<file path="config.mk">
export PLATFORM = sky130hd
export DESIGN_NAME = booth_mult_seq_flat
export DESIGN_NICKNAME = d
export VERILOG_FILES = /design/src/rtl/booth_pkg.sv /design/src/rtl/booth_mult_seq_if.sv /design/src/rtl/booth_addsub.sv /design/src/rtl/booth_mult_seq.sv /design/src/flat_wrapper.sv
export SDC_FILE = /design/constraint.sdc
export NUM_CORES = 1
export LEC_CHECK = 0
export ABC_CLOCK_PERIOD_IN_PS = 4000
export BUFFER_PORTS_ARGS = -buffer_cell sky130_fd_sc_hd__buf_4
export CAP_MARGIN = 20
export CORE_UTILIZATION = 35
export DETAILED_ROUTE_END_ITERATION = 16
export SYNTH_ARGS = -nofsm -noshare
export SYNTH_HDL_FRONTEND = slang
export SYNTH_SLANG_ARGS = --single-unit
</file>
<file path="constraint.sdc">
create_clock -name clk -period 4 [get_ports clk]
set_input_delay 0.8 -clock clk [delete_from_list [all_inputs] [get_ports clk]]
set_output_delay 0.8 -clock clk [all_outputs]
set_load 0.05 [all_outputs]
</file>
<file path="src/rtl/booth_pkg.sv">
// Shared types and constants for the sequential radix-2 Booth multiplier:
// FSM state encoding, Booth recoding operations and default widths.
package booth_pkg;

    localparam int DEFAULT_WIDTH = 16;
    localparam int DEFAULT_CNT_W = 5;

    typedef enum logic [1:0] {
        IDLE = 2'b00,
        RUN  = 2'b01,
        DONE = 2'b10
    } state_t;

    typedef enum logic [1:0] {
        OP_NOP = 2'b00,
        OP_ADD = 2'b01,
        OP_SUB = 2'b10
    } op_t;

    // Radix-2 Booth recoding of the current multiplier bit pair {Q[0], Q[-1]}.
    function automatic op_t booth_decode(input logic q0, input logic qm1);
        op_t op;
        case ({q0, qm1})
            2'b10:   op = OP_SUB;
            2'b01:   op = OP_ADD;
            default: op = OP_NOP;
        endcase
        return op;
    endfunction

endpackage

</file>
<file path="src/rtl/booth_mult_seq_if.sv">
// Start/busy/done handshake plus operand and product buses of the Booth multiplier.
interface booth_mult_seq_if
    import booth_pkg::*;
#(
    parameter int WIDTH = DEFAULT_WIDTH
) ();

    logic                      start;
    logic signed [WIDTH-1:0]   m_in;
    logic signed [WIDTH-1:0]   q_in;
    logic                      busy;
    logic                      done;
    logic signed [2*WIDTH-1:0] product;

    modport master (
        output start, m_in, q_in,
        input  busy, done, product
    );

    modport slave (
        input  start, m_in, q_in,
        output busy, done, product
    );

endinterface

</file>
<file path="src/rtl/booth_addsub.sv">
// Combinational WIDTH+1-bit accumulator update for one Booth iteration.
module booth_addsub
    import booth_pkg::*;
#(
    parameter int WIDTH = DEFAULT_WIDTH
) (
    input  op_t                  op_i,
    input  logic signed [WIDTH:0] a_i,
    input  logic signed [WIDTH:0] m_i,
    output logic signed [WIDTH:0] sum_o
);

    // One guard bit on A and M keeps A - M exact even for M = -2**(WIDTH-1).
    always_comb begin
        case (op_i)
            OP_ADD:  sum_o = a_i + m_i;
            OP_SUB:  sum_o = a_i - m_i;
            default: sum_o = a_i;
        endcase
    end

endmodule

</file>
<file path="src/rtl/booth_mult_seq.sv">
// Sequential radix-2 Booth multiplier: one add/shift iteration per cycle,
// WIDTH iterations per operation, start/busy/done handshake.
module booth_mult_seq
    import booth_pkg::*;
#(
    parameter int WIDTH = DEFAULT_WIDTH,
    parameter int CNT_W = DEFAULT_CNT_W
) (
    input  logic             clk,
    input  logic             rst_n,
    booth_mult_seq_if.slave  bus
);

    state_t                    state_q, state_d;
    logic signed [WIDTH:0]     a_q, a_d;
    logic        [WIDTH-1:0]   q_q, q_d;
    logic                      qm1_q, qm1_d;
    logic signed [WIDTH:0]     m_q, m_d;
    logic        [CNT_W-1:0]   cnt_q, cnt_d;
    logic signed [2*WIDTH-1:0] product_q, product_d;

    op_t                       op;
    logic signed [WIDTH:0]     sum;

    assign op = booth_decode(q_q[0], qm1_q);

    booth_addsub #(.WIDTH(WIDTH)) u_addsub (
        .op_i  (op),
        .a_i   (a_q),
        .m_i   (m_q),
        .sum_o (sum)
    );

    always_ff @(posedge clk or negedge rst_n) begin
        if (!rst_n) begin
            state_q   <= IDLE;
            a_q       <= '0;
            q_q       <= '0;
            qm1_q     <= 1'b0;
            m_q       <= '0;
            cnt_q     <= '0;
            product_q <= '0;
        end else begin
            state_q   <= state_d;
            a_q       <= a_d;
            q_q       <= q_d;
            qm1_q     <= qm1_d;
            m_q       <= m_d;
            cnt_q     <= cnt_d;
            product_q <= product_d;
        end
    end

    always_comb begin
        state_d   = state_q;
        a_d       = a_q;
        q_d       = q_q;
        qm1_d     = qm1_q;
        m_d       = m_q;
        cnt_d     = cnt_q;
        product_d = product_q;

        case (state_q)
            IDLE: begin
                if (bus.start) begin
                    m_d     = {bus.m_in[WIDTH-1], bus.m_in};
                    q_d     = bus.q_in;
                    a_d     = '0;
                    qm1_d   = 1'b0;
                    cnt_d   = CNT_W'(WIDTH);
                    state_d = RUN;
                end
            end
            RUN: begin
                // Arithmetic right shift of {A', Q, Qm1}, replicating the A sign bit.
                a_d   = {sum[WIDTH], sum[WIDTH:1]};
                q_d   = {sum[0], q_q[WIDTH-1:1]};
                qm1_d = q_q[0];
                cnt_d = cnt_q - CNT_W'(1);
                if (cnt_q == CNT_W'(1)) begin
                    state_d   = DONE;
                    product_d = {a_d[WIDTH-1:0], q_d};
                end
            end
            DONE: begin
                state_d = IDLE;
            end
            default: begin
                state_d = IDLE;
            end
        endcase
    end

    assign bus.busy    = (state_q != IDLE);
    assign bus.done    = (state_q == DONE);
    assign bus.product = product_q;

endmodule

</file>
<file path="src/flat_wrapper.sv">
// flat-port wrapper written by rule: the top's interface ports become plain ports
module booth_mult_seq_flat import booth_pkg::*;
#(
    parameter int WIDTH = DEFAULT_WIDTH,
    parameter int CNT_W = DEFAULT_CNT_W
)
  (clk, rst_n, bus_start, bus_m_in, bus_q_in, bus_busy, bus_done, bus_product);
  booth_mult_seq_if #(.WIDTH(WIDTH)) bus_i ();
  input  logic clk;
  input  logic rst_n;
  input wire logic [$bits(bus_i.start)-1:0] bus_start;
  input wire logic [$bits(bus_i.m_in)-1:0] bus_m_in;
  input wire logic [$bits(bus_i.q_in)-1:0] bus_q_in;
  output wire logic [$bits(bus_i.busy)-1:0] bus_busy;
  output wire logic [$bits(bus_i.done)-1:0] bus_done;
  output wire logic [$bits(bus_i.product)-1:0] bus_product;
  assign bus_i.start = bus_start;
  assign bus_i.m_in = bus_m_in;
  assign bus_i.q_in = bus_q_in;
  assign bus_busy = bus_i.busy;
  assign bus_done = bus_i.done;
  assign bus_product = bus_i.product;
  booth_mult_seq #(.WIDTH(WIDTH), .CNT_W(CNT_W)) u_core (.clk(clk), .rst_n(rst_n), .bus(bus_i));
endmodule
</file>
# Word level (Yosys, flattened, before mapping)

Index checks and enable logic that the tools add are counted.

Latch bits: 0
Bits of input ports: 35
Output and inout bits: 34
Logic and storage cells: 39
Memories kept: 0
RAM bits: 0
Register bits after elaboration: 89
Bits in read-only memories: 0

Reductions and logical operators: 7
Add/sub/neg operators: 3
Div/mod/pow operators: 0
Equality and inequality tests: 9
Magnitude comparators: 0
Muxes and demuxes: 13
Bitwise logic cells: 0
Multiply operators: 0
Shifts and indexed selects: 0

Operators by type and width:

| cell                                             | number |
|---|---|
| one-hot mux 17 bit (2 select lines)              | 2 |
| one-hot mux 16 bit (2 select lines)              | 1 |
| adder 17 x 16 -> 17 bit                          | 1 |
| 2-to-1 mux 17 bit                                | 1 |
| subtractor 17 x 16 -> 17 bit                     | 1 |
| 2-to-1 mux 16 bit                                | 1 |
| one-hot mux 5 bit (2 select lines)               | 1 |
| one-hot mux 2 bit (2 select lines)               | 2 |
| AND reduction 2 bit                              | 4 |
| == test 2 x 1 -> 1 bit, second input constant    | 3 |
| == test 2 bit, second input constant             | 3 |
| == test 5 x 1 -> 1 bit, second input constant    | 1 |
| 2-to-1 mux 5 bit                                 | 1 |
| subtractor 5 x 1 -> 5 bit, second input constant | 1 |
| 2-to-1 mux 2 bit                                 | 2 |
| nonzero test 2 bit                               | 2 |
| zero test 2 bit                                  | 1 |
| != test 2 x 1 -> 1 bit, second input constant    | 1 |
| != test 2 bit, second input constant             | 1 |
| one-hot mux 1 bit (2 select lines)               | 1 |
| 2-to-1 mux 1 bit                                 | 1 |

# Logic depth before layout (Yosys ltp)

Gate-level depths: netlist (run 1).

Word-level depth: 5
Gate-level depth with buffers: 15
Mapped depth without buffers: 15

# Hierarchy

Synthesis (run 1) repeated with hierarchy kept, for this count alone.

Cell total of the unflattened synthesis: 530
Area total of the unflattened synthesis: 5013.6 sq um

By module, submodules not included:

| module         | cells each | instances | area each (sq um) | seq. area each (sq um) |
|---|---|---|---|---|
| booth_mult_seq | 317        | 1         | 3609.7            | 2202.1 |
| booth_addsub   | 213        | 1         | 1403.8            | 0.0 |

# Worst setup path after synthesis (run 1)

Ideal clock, no wire load.

Path kind: register to register
Start point: register u_core.qm1_q
End point: register u_core.a_q[15]
Data required time: 3873 ps
Period minus slack after synthesis: 3157 ps
Library setup time: 127 ps
Arrival: 3030 ps
Stages on the path, launching flop included: 15
Path buffers: 2
Slack: 843 ps
Path through: dfrtp_1 inv_1 ha_1 clkbuf_8 clkbuf_1 a21oi_1 xnor2_1 ha_1 a21o_1 a211o_1 o2111ai_2 a221o_1 a21boi_0 or4_1 mux2i_1

Longest elaborated chain between the ends: 5
Elaborated cells between the ends (all ways): 7
Those cells by class: eq/ne (4); mux (3)

Ends and longest elaborated chain:

| what                                                           | RTL line             | text |
|---|---|---|
| start, declared                                                | booth_mult_seq.sv:17 | `logic qm1_q, qm1_d;` |
| start signal, assigned                                         | booth_mult_seq.sv:47 | `qm1_q <= qm1_d;` |
| == test 2 x 1 -> 1 bit / == test 2 bit (equally long branches) | booth_pkg.sv:23      | `case ({q0, qm1})` |
| one-hot mux 2 bit (2 select lines) *                           | booth_pkg.sv:23      |  |
| == test 2 bit / == test 2 x 1 -> 1 bit (equally long branches) | booth_addsub.sv:15   | `case (op_i)` |
| one-hot mux 17 bit (2 select lines) *                          | booth_addsub.sv:15   |  |
| one-hot mux 17 bit (2 select lines) *                          | booth_mult_seq.sv:63 | `case (state_q)` |
| end signal, assigned                                           | booth_mult_seq.sv:37 | `a_q <= '0;` |
| end signal, assigned                                           | booth_mult_seq.sv:45 | `a_q <= a_d;` |
| end, declared                                                  | booth_mult_seq.sv:15 | `logic signed [WIDTH:0] a_q, a_d;` |

Every way passes the cells marked *; elsewhere a longest branch is shown, timed or not.
A chain may end at the register's enable or synchronous reset.

# Final worst setup path (run 1)

Start point: register u_core.m_q[0]
End point: register u_core.product_q[30] (netlist: u_core.bus.product[30])

Longest elaborated chain between the ends: 2
Elaborated cells between the ends (all ways): 3
Those cells by class: add/sub (2); mux (1)

Ends and longest elaborated chain:

| what                                                                           | RTL line                               | text |
|---|---|---|
| start, declared                                                                | booth_mult_seq.sv:18                   | `logic signed [WIDTH:0] m_q, m_d;` |
| start signal, assigned                                                         | booth_mult_seq.sv:48                   | `m_q <= m_d;` |
| subtractor 17 x 16 -> 17 bit / adder 17 x 16 -> 17 bit (equally long branches) | booth_addsub.sv:17, booth_addsub.sv:16 |  |
| one-hot mux 17 bit (2 select lines) *                                          | booth_addsub.sv:15                     |  |
| end signal, assigned                                                           | booth_mult_seq.sv:50                   | `product_q <= product_d;` |
| end, declared                                                                  | booth_mult_seq.sv:20                   | `logic signed [2*WIDTH-1:0] product_q, product_d;` |

Marks and branches as above.

==> run_results.csv, run 1 <==
group,metric,value,unit
status,outcome,"finished, final reports clean",
grt,antenna_found_initial,0,
grt,grt_max_degree,71,
sta,setup_viol,0,
grt,grt_pass1_wl,19630,um
sta,slew_violations,0,
worst_setup_path,crit_chain,"inv_1 -> ha_1 -> nor2b_1 -> nand2_1 -> o31ai_1 -> xor2_1 -> ha_1 -> and3_1 -> a21oi_1 -> o21ai_0 -> a221oi_1 -> and3_1 -> o41ai_1 -> mux2_2",
worst_setup_path,crit_type,"flop to flop",
worst_hold_path,min_path_type,"flop to flop",
route,wl_per_cell,14.80,um
die,core_area,13350,um2
route,vias_per_cell,5.136,
final_layout,nFillCells,1351,
sta,period_share,86.12,%
grt,overflow,0,
grt,grt.total_usage,17.49,%
synthesis,synthTopCellsByArea,"dfrtp_1 46%, nand2_1 12%, ha_1 5.2%",
sta,whs,0.4734,ns
worst_setup_path,worstPathMaxFanout,6,
route,firstDrtPassIters,5,
placement,dp_slack,0.5658,ns
clock_tree,post-cts-setup-buffers,0,
synthesis,synth_nets,613,
die,row_count,42,
sta,min_period,3.445,ns
clock_tree,insertion_delay,0.36,ns
route,drc,0,
clock_tree,cts.sinks,88,
clock_tree,cts_tree,"yes",
worst_setup_path,worst_setup_path_start_kind,"flop",
die,die_w,119.6,um
synthesis,synthCells,557,
die,ios,69,
placement,portBuffers,68,
worst_setup_path,crit_path_start,"u_core.m_q[0]$_DFFE_PN0P_",
synthesis,synth_edf_count,0,
sta,max_freq,290.3,MHz
worst_setup_path,critPathMaxStageDelay,0.53,ns
synthesis,ys_warn_count,0,
clock_tree,cts_hold_buf,0,
sta,skew,0.007926,ns
worst_setup_path,crit_slowest_cell,"a221oi_1",
sta,tns,0,ns
sta,worst_pin_slew,0.9581,ns
worst_setup_path,worstPathArrival,3.68,ns
clock_tree,ctsResizeCount,0,
clock_tree,cts_root_buffer,"clkbuf_16",
clock_tree,cts_max_level,3,
worst_setup_path,required,4.24,ns
grt,first_global_vias,3895,
sta,maxSlewHeadroom,36.13,%
worst_setup_path,timing.rr.start,"u_core.m_q[0]$_DFFE_PN0P_",
synthesis,synthArstFlopShare,100.0,%
clock_tree,clk_pin_slew,0.07,ns
route,vias,4088,
route,ant_nets,0,
route,first_iter_violations,212,
synthesis,yosys.area.top_type_share,45.53,%
final_layout,seqCellArea,2202,um2
worst_hold_path,min_from,"u_core.bus.product[3]$_DFFE_PN0P_",
synthesis,syn-cell-area,4837,um2
final_layout,multi_input_area,2441,um2
clock_tree,cts_buffers,9,
synthesis,synth_top_cell_by_area,"dfrtp_1",
die,die_y,119.6,um
worst_setup_path,crit_path_end_kind,"flop",
placement,place_congestion,0.8822,
synthesis,avgSynthCellArea,8.684,um2
final_layout,syn_to_final_growth,19.71,%
sta,hold_viol_final,0,
final_layout,nets,671,
final_layout,diodes,0,
synthesis,ys_seq_area_share,45.53,%
die,start_util,36.24,%
route,wl,11780,um
die,die_area,14290,um2
sta,rsz0062_at_grt,"false",
sta,finalWorstSetupSlack,0.5550,ns
synthesis,synth-seq-cells,88,
placement,dp_hpwl,8177,um
synthesis,synthDistinctLibCells,56,
final_layout,drive_above_1_share,17.26,%
synthesis,synth_top_flop_cell,"dfrtp_1",
worst_setup_path,rrSetupSlack,0.56,ns
job,cap_violations,0,
clock_tree,cts_buffer_depth,2,
cell families (layout without fill, tap and decap cells):
| group | count (synthesis) | count (layout) | share of synthesized area [%] |
|---|---|---|---|
| xor gates and xnor gates | 21 | 21 | 3.802 |
| muxes | 12 | 12 | 2.612 |
| and+or+nand+nor | 251 | 251 | 22.50 |
| adders and majority gates | 21 | 21 | 5.587 |
| buffers and inverters | 44 | 107 | 4.113 |
| AOI/OAI and AO/OA | 120 | 120 | 15.86 |
| DFF | 88 | 88 | 45.53 |
final timing paths:
| check | end | depth (start not counted) |
|---|---|---|
| worst min register to register | u_core.bus.product[3]$_DFFE_PN0P_ | 2 |
| worst max register to register | u_core.bus.product[30]$_DFFE_PN0P_ | 14 |
| max in group asynchronous | u_core.bus.product[11]$_DFFE_PN0P_ | 2 |
| worst max-delay path | u_core.bus.product[30]$_DFFE_PN0P_ | 14 |
| worst min-delay path | u_core.bus.product[3]$_DFFE_PN0P_ | 2 |
| min in group asynchronous | u_core.m_q[13]$_DFFE_PN0P_ | 1 |
Yosys cell counts, types with 2 or more instances:
library cell	instances
nand3_1	18
a22oi_1	15
o31ai_1	6
xor2_1	7
a221oi_1	2
nor3_1	12
o21ai_0	37
a31oi_1	6
a21boi_0	3
mux2i_1	7
or2b_2	2
and3_1	4
a21oi_1	27
a211oi_1	2
a211o_1	2
nor3b_1	2
a21o_1	2
nor2b_1	6
nor4_1	2
o21bai_1	2
nand2_1	153
a22o_1	2
o211ai_1	2
buf_1	5
a221o_1	2
or4_1	3
ha_1	20
nor2_1	36
clkbuf_8	3
clkbuf_1	20
xnor2_1	14
nand2b_1	4
inv_1	14
dfrtp_1	88
nand3b_1	2
mux2_2	5
layer usage:
metal,up-vias,global-route usage (%),routed length (um)
li1,2035,-,-
met1,1972,22.62,5471
met2,62,29.41,5809
met3,19,2.281,278
met4,0,7.266,221
met5,-,0,0
final cells by class:
class | instances | share of cell area, %
clock buffers | 9 | 3.889
clock inverters | 7 | 0.9507
inverters | 15 | 0.9723
multi-input cells | 425 | 42.16
flip-flops and latches | 88 | 38.03
well taps | 176 | 3.803
repair buffers | 76 | 10.20
per-stage QoR:
stage                     std cells  instance area (um2)  utilization (%)
final                           796                 5791            43.38
after CTS                       796                 5791            43.38
after floorplan                 557                 4837                -
after global placement          779                 5483            41.08
after global routing            796                 5791            43.38
after detailed placement        780                 5510            41.28
layout by cell type, fill, tap and decap left out, types with 3 or more instances in the layout:
cell type | netlist | layout
nor2b_1 | 6 | 5
clkbuf_16 | 0 | 9
xnor2_1 | 14 | 14
o31ai_1 | 6 | 6
or4_1 | 3 | 3
nor3_1 | 12 | 12
a31oi_1 | 6 | 6
nor2_1 | 36 | 35
and3_1 | 4 | 4
inv_1 | 14 | 14
a21oi_1 | 27 | 27
mux2i_1 | 7 | 7
nand2b_1 | 4 | 4
buf_4 | 1 | 75
a22oi_1 | 15 | 15
nand2_1 | 153 | 153
xor2_1 | 7 | 7
mux2_2 | 5 | 5
dfrtp_1 | 88 | 88
a21boi_0 | 3 | 3
ha_1 | 20 | 20
nand3_1 | 18 | 18
o21ai_0 | 37 | 37
registers in the layout (all words and copies together) (netlist names):
signal / count
u_core.bus.product: 32
u_core.a_q: 16
u_core.m_q: 16
u_core.q_q: 16
u_core.cnt_q: 5
u_core.state_q: 2
u_core.qm1_q: 1
worst max-delay path, delay by kind of cell (launching register included):
family,cells,cell delay [ns]
compound gates,5,1.12
simple gates,4,0.76
fa+ha+maj,2,0.50
flops,1,0.41
mux,1,0.31
xor+xnor,1,0.18
buf+inv,1,0.08
Power of run 1 is left out: the tool's default activity adds up to more than one toggle a clock period on the data nets, which glitch-free logic cannot reach.
==> run 2: changes to the inputs <==
--- a/config.mk
+++ b/config.mk
@@ -8,8 +8,9 @@
 export ABC_CLOCK_PERIOD_IN_PS = 4000
 export BUFFER_PORTS_ARGS = -buffer_cell sky130_fd_sc_hd__buf_4
 export CAP_MARGIN = 20
-export CORE_UTILIZATION = 35
+export CORE_UTILIZATION = 58
 export DETAILED_ROUTE_END_ITERATION = 16
+export PLACE_DENSITY = 0.81
 export SYNTH_ARGS = -nofsm -noshare
 export SYNTH_HDL_FRONTEND = slang
 export SYNTH_SLANG_ARGS = --single-unit
==> run 2 against run 1 <==
Net effect: wire length shrank 2.5%; utilization grew 27 points; register-to-register slack got worse by 0.07 ns; largest cell class unchanged; final cell count decreased by 9.3%.
==> run_results.csv, run 2 (synthesis gave the netlist of run 1 again) <==
group,metric,value,unit
route,first_iter_violations,247,
route,wl,11490,um
sta,slew_violations,0,
worst_setup_path,crit_slowest_cell,"or4_1",
worst_setup_path,crit_chain,"ha_1 -> buf_4 -> a31oi_1 -> o21bai_1 -> xnor2_1 -> ha_1 -> a21oi_1 -> o21a_1 -> o21ai_0 -> a21oi_1 -> a21boi_0 -> or4_1 -> mux2i_1",
final_layout,syn_to_final_growth,15.44,%
grt,grt_pass1_wl,19250,um
die,die_y,93.33,um
final_layout,final_common_cell,"nand2_1",
worst_setup_path,critPathMaxStageDelay,0.52,ns
worst_setup_path,worstPathArrival,3.75,ns
sta,setup_viol,0,
die,start_util,61.33,%
worst_setup_path,worstPathMaxFanout,16,
route,vias,4230,
grt,busiest_layer,"met2",
grt,overflow,0,
route,vias_per_cell,5.859,
die,die_area,8710,um2
sta,min_period,3.514,ns
final_layout,nFillCells,630,
worst_setup_path,worst_setup_path_start_kind,"flop",
route,drc,0,
clock_tree,cts_buffers,9,
sta,rsz0062_at_grt,"false",
final_layout,drive_above_1_share,17.10,%
grt,met3_usage,3.415,%
clock_tree,cts_tree,"yes",
placement,dp_hpwl,8056,um
clock_tree,post-cts-setup-buffers,0,
worst_setup_path,required,4.24,ns
die,ios,69,
die,row_count,32,
sta,max_freq,284.6,MHz
clock_tree,cts_buffer_depth,2,
sta,maxSlewHeadroom,34.85,%
final_layout,final_cell_mix,"153 x nand2_1, 88 x dfrtp_1, 75 x buf_4, 37 x o21ai_0, 35 x nor2_1",
status,outcome,"finished, final reports clean",
sta,tns,0,ns
route,ant_nets,0,
worst_setup_path,crit_path_end_kind,"flop",
worst_setup_path,worst-path-buf-inv,1,
sta,worst_pin_slew,0.9762,ns
clock_tree,cts.sinks,88,
grt,grt.total_usage,28.23,%
clock_tree,insertion_delay,0.36,ns
job,cap_violations,0,
worst_hold_path,min_path_type,"flop to flop",
worst_setup_path,critical_path.top_delay_family,"compound AO/OA/AOI/OAI gates",
final_layout,diodes,0,
die,die_w,93.33,um
grt,met1_usage,36.12,%
clock_tree,cts_root_buffer,"clkbuf_8",
sta,hold_viol_final,0,
placement,place_congestion,0.9364,
clock_tree,ctsResizeCount,0,
worst_setup_path,crit_type,"flop to flop",
sta,skew,0.01126,ns
clock_tree,cts_max_level,3,
clock_tree,clk_pin_slew,0.09,ns
route,wl_per_cell,15.92,um
route,firstDrtPassIters,5,
final_layout,nets,671,
placement,portBuffers,68,
sta,period_share,87.84,%
final_layout,fin_util,70.80,%
grt,grtUsageMet2,48.47,%
final_layout,largest_reg_flops,32,
grt,antenna_found_initial,0,
grt,grt_max_degree,66,
clock_tree,cts_hold_buf,0,
grt,first_global_vias,4140,
die,core_area,7888,um2
-- run 2: changes by cell type in the layout (fill, tap and decap cells not counted), sizes merged --
cell	previous run	this run
clkbuf	9	10
clkinv	5	4
-- run 2: layout make-up --
cell class / count / area (um2) / share of cell area, %
Clock buffer: 10 / 127.6 / 2.285
Inverter: 15 / 56.30 / 1.008
Tap cell: 102 / 127.6 / 2.285
Sequential cell: 88 / 2202 / 39.44
Multi-Input combinational cell: 425 / 2441 / 43.71
Clock inverter: 6 / 51.30 / 0.9187
Timing Repair Buffer: 76 / 578.1 / 10.35
-- run 2: tightest hold or removal path: cells and delay by family, from the launching register on --
family	cells	cell delay [ns]
and+or+nand+nor	2	0.10
DFF	1	0.35
-- run 2: final timing paths --
check,cells after the start,endpoint,slack (ns),startpoint
hold / removal,2,u_core.bus.product[0]$_DFFE_PN0P_,0.48,u_core.bus.product[0]$_DFFE_PN0P_
setup / recovery,13,u_core.a_q[15]$_DFFE_PN0P_,0.49,u_core.q_q[0]$_DFFE_PN0P_
setup reg to reg,13,u_core.a_q[15]$_DFFE_PN0P_,0.49,u_core.q_q[0]$_DFFE_PN0P_
max in group asynchronous,2,u_core.bus.product[30]$_DFFE_PN0P_,2.66,rst_n
hold reg to reg,2,u_core.bus.product[0]$_DFFE_PN0P_,0.48,u_core.bus.product[0]$_DFFE_PN0P_
min in group asynchronous,1,u_core.m_q[1]$_DFFE_PN0P_,0.52,rst_n
-- run 2: routing by layer --
metal  share of wire (%)  vias to the layer above
met2                  50                      110
met5                   0                        -
met1                  43                     2060
li1                    -                     2031
met4                 2.8                        0
met3                 3.7                       29
-- run 2: through the flow --
step / instances / instance area (um2) / setup slack, ns / hold slack (ns)
final: 722 / 5584 / 0.4863 / 0.4794
after global routing: 722 / 5584 / 0.07059 / 0.5037
after CTS: 721 / 5569 / 0.4876 / 0.4858
after detailed placement: 705 / 5390 / 0.5620 / 0.4641
after global placement: 705 / 5390 / 0.6757 / 0.4595
after floorplan: 557 / 4837 / 0.8430 / 0.4456
Power of run 2 is left out for the same reason.
==> run 3: changes to the inputs <==
--- a/config.mk
+++ b/config.mk
@@ -5,12 +5,14 @@
 export SDC_FILE = /design/constraint.sdc
 export NUM_CORES = 1
 export LEC_CHECK = 0
+export ABC_AREA = 1
 export ABC_CLOCK_PERIOD_IN_PS = 4000
 export BUFFER_PORTS_ARGS = -buffer_cell sky130_fd_sc_hd__buf_4
 export CAP_MARGIN = 20
 export CORE_UTILIZATION = 58
 export DETAILED_ROUTE_END_ITERATION = 16
 export PLACE_DENSITY = 0.81
+export SKIP_CTS_REPAIR_TIMING = 1
 export SYNTH_ARGS = -nofsm -noshare
 export SYNTH_HDL_FRONTEND = slang
 export SYNTH_SLANG_ARGS = --single-unit
==> run 3 against run 2 <==
Net effect: critical path type unchanged; clock skew shrank 0.0016 ns; critical path depth grew 8; clock-buffer cell count is the same; highest routed layer unchanged; sequential share of layout area shrank 0.61 points; hold slack lost 0.070 ns; final area grew 1.6%; via count is essentially flat; die area grew 1.5%.
==> run_results.csv, run 3 <==
group,metric,value,unit
status,outcome,"finished, final reports clean",
route,ant_nets,0,
final_layout,syn_to_final_growth,15.52,%
final_layout,seqCellArea,2202,um2
clock_tree,cts_max_level,3,
sta,rsz0062_at_grt,"false",
die,ios,69,
clock_tree,cts_tree,"yes",
final_layout,drive_above_1_share,17.13,%
sta,hold_viol_final,0,
worst_setup_path,worstPathMaxFanout,12,
clock_tree,cts_root_buffer,"clkbuf_8",
clock_tree,cts_buffers,9,
sta,setup_viol,0,
route,top_layer,"met4",
synthesis,synth_top_cell_by_area,"dfrtp_1",
job,cap_violations,0,
worst_setup_path,rrSetupSlack,0.78,ns
worst_setup_path,worstPathArrival,3.47,ns
sta,finalWorstSetupSlack,0.7777,ns
worst_setup_path,crit_type,"flop to flop",
worst_setup_path,worst_setup_path_start_kind,"flop",
synthesis,syn-cell-area,4910,um2
route,vias,4232,
final_layout,final_cell_area,5672,um2
clock_tree,cts.sinks,88,
sta,tns,0,ns
route,vias_per_cell,5.330,
route,first_iter_violations,239,
grt,first_global_vias,4009,
route,met3_length,609,um
sta,slew_violations,0,
synthesis,ys_warn_count,0,
die,start_util,59.75,%
die,core_area,8217,um2
synthesis,synth_edf_count,0,
synthesis,yosysMostFrequentCell,"nand2_1",
placement,dp_slack,0.8888,ns
final_layout,nFillCells,693,
synthesis,synthTopCellsByArea,"dfrtp_1 45%, nand2_1 15%, inv_1 5.2%",
worst_setup_path,crit_path_end_kind,"flop",
sta,min_period,3.222,ns
worst_setup_path,crit_path_start,"u_core.qm1_q$_DFFE_PN0P_",
route,wl,11350,um
sta,worst_pin_slew,0.8507,ns
synthesis,synth_nets,679,
route,wl_per_cell,14.30,um
synthesis,synth_common_cells,"194 x nand2_1, 88 x dfrtp_1, 68 x inv_1",
route,drc,0,
synthesis,synthCells,623,
final_layout,largest_reg_flops,32,
worst_setup_path,required,4.25,ns
sta,skew,0.009663,ns
synthesis,avgSynthCellArea,7.881,um2
die,die_area,8837,um2
final_layout,nets,740,
placement,place_congestion,0.8879,
grt,antenna_found_initial,0,
synthesis,yosys.area.top_type_share,44.85,%
worst_setup_path,timing.rr.start,"u_core.qm1_q$_DFFE_PN0P_",
die,die_y,94.01,um
final_layout,final_common_cell,"nand2_1",
sta,maxSlewHeadroom,43.22,%
clock_tree,clk_pin_slew,0.10,ns
die,die_w,94.01,um
clock_tree,insertion_delay,0.36,ns
placement,portBuffers,68,
worst_setup_path,worstRegToRegCells,21,
synthesis,synth-seq-cells,88,
grt,overflow,0,
final_layout,diodes,0,
clock_tree,cts_buffer_depth,2,
route,firstDrtPassIters,4,
grt,grt_max_degree,89,
grt,grt.total_usage,28.65,%
synthesis,synthDistinctLibCells,36,
final_layout,multi_input_area,2291,um2
synthesis,synthArstFlopShare,100.0,%
synthesis,ys_seq_area_share,44.85,%
placement,post_dp_cell_area,5439,um2
die,row_count,33,
worst_hold_path,min_path_type,"input pin to asynchronous set/reset pin",
synthesis,synth_top_flop_cell,"dfrtp_1",
worst_setup_path,reg2reg_to,"u_core.bus.product[31]$_DFFE_PN0P_",
route,met2_length,5232,um
grt,grt_pass1_wl,19440,um
route,wirelength_met1,5387,um
final_layout,final_cell_mix,"194 x nand2_1, 88 x dfrtp_1, 71 x buf_4, 68 x inv_1, 44 x o21ai_0",
placement,dp_hpwl,8101,um
sta,period_share,80.56,%
sta,max_freq,310.3,MHz
==> run 3: cell type report <==
cell class	count	share of cell area [%]
Clock buffer	10	2.427
Clock inverter	6	1.324
Inverter	75	4.964
Multi-Input combinational cell	438	40.39
Sequential cell	88	38.83
Tap cell	105	2.316
Timing Repair Buffer	72	9.751
==> run 3: worst max path at each step <==
stage,cells past startpoint,to
6_report,21,u_core.bus.product[31]$_DFFE_PN0P_
5_1_grt,22,u_core.bus.product[31]$_DFFE_PN0P_
4_1_cts,18,u_core.bus.product[31]$_DFFE_PN0P_
3_5_place_dp,18,u_core.bus.product[31]$_DFFE_PN0P_
3_3_place_gp,20,u_core.bus.product[31]$_DFFE_PN0P_
2_1_floorplan,20,u_core.bus.product[31]$_DFFE_PN0P_
==> run 3: cell families after synthesis <==
group | Yosys count | share of synthesized area (%)
mux | 2 | 0.4078
buf+inv | 97 | 8.486
fa+ha+maj | 21 | 5.505
flops | 88 | 44.85
xor+xnor | 15 | 2.676
compound gates | 120 | 14.04
simple gates | 280 | 24.03
==> run 3: layer usage <==
| layer | vias up | global-route usage, % |
|---|---|---|
| met5 | - | 0 |
| met4 | 0 | 5.769 |
| met3 | 12 | 5.583 |
| met2 | 95 | 44.89 |
| met1 | 1991 | 41.38 |
| li1 | 2134 | - |
==> run 3: worst max-delay path, cell delays in order, from the launching register on <==
cell     delay [ns]
dfrtp_1        0.38
inv_1          0.08
ha_1           0.41
inv_1          0.22
o21ai_0        0.20
nand3_2        0.14
nor2_2         0.17
nand2_1        0.10
xnor2_1        0.18
ha_1           0.30
nand2_1        0.14
inv_1          0.05
nand2_1        0.06
nand2_1        0.05
a21oi_1        0.17
nand2_1        0.07
nand2_1        0.08
nand3_1        0.07
nand2_1        0.09
nand2_1        0.06
nand2_1        0.06
nand2_1        0.06
==> run 3: metrics by stage <==
stage	hold WS (ns)	std cells	util (%)
final	0.4089	794	69.03
after global routing	0.4352	794	69.03
after CTS	0.4815	793	68.78
after detailed placement	0.4659	777	66.19
after global placement	0.4637	777	66.19
after floorplan	0.4398	623	-
Power of run 3 is left out for the same reason.
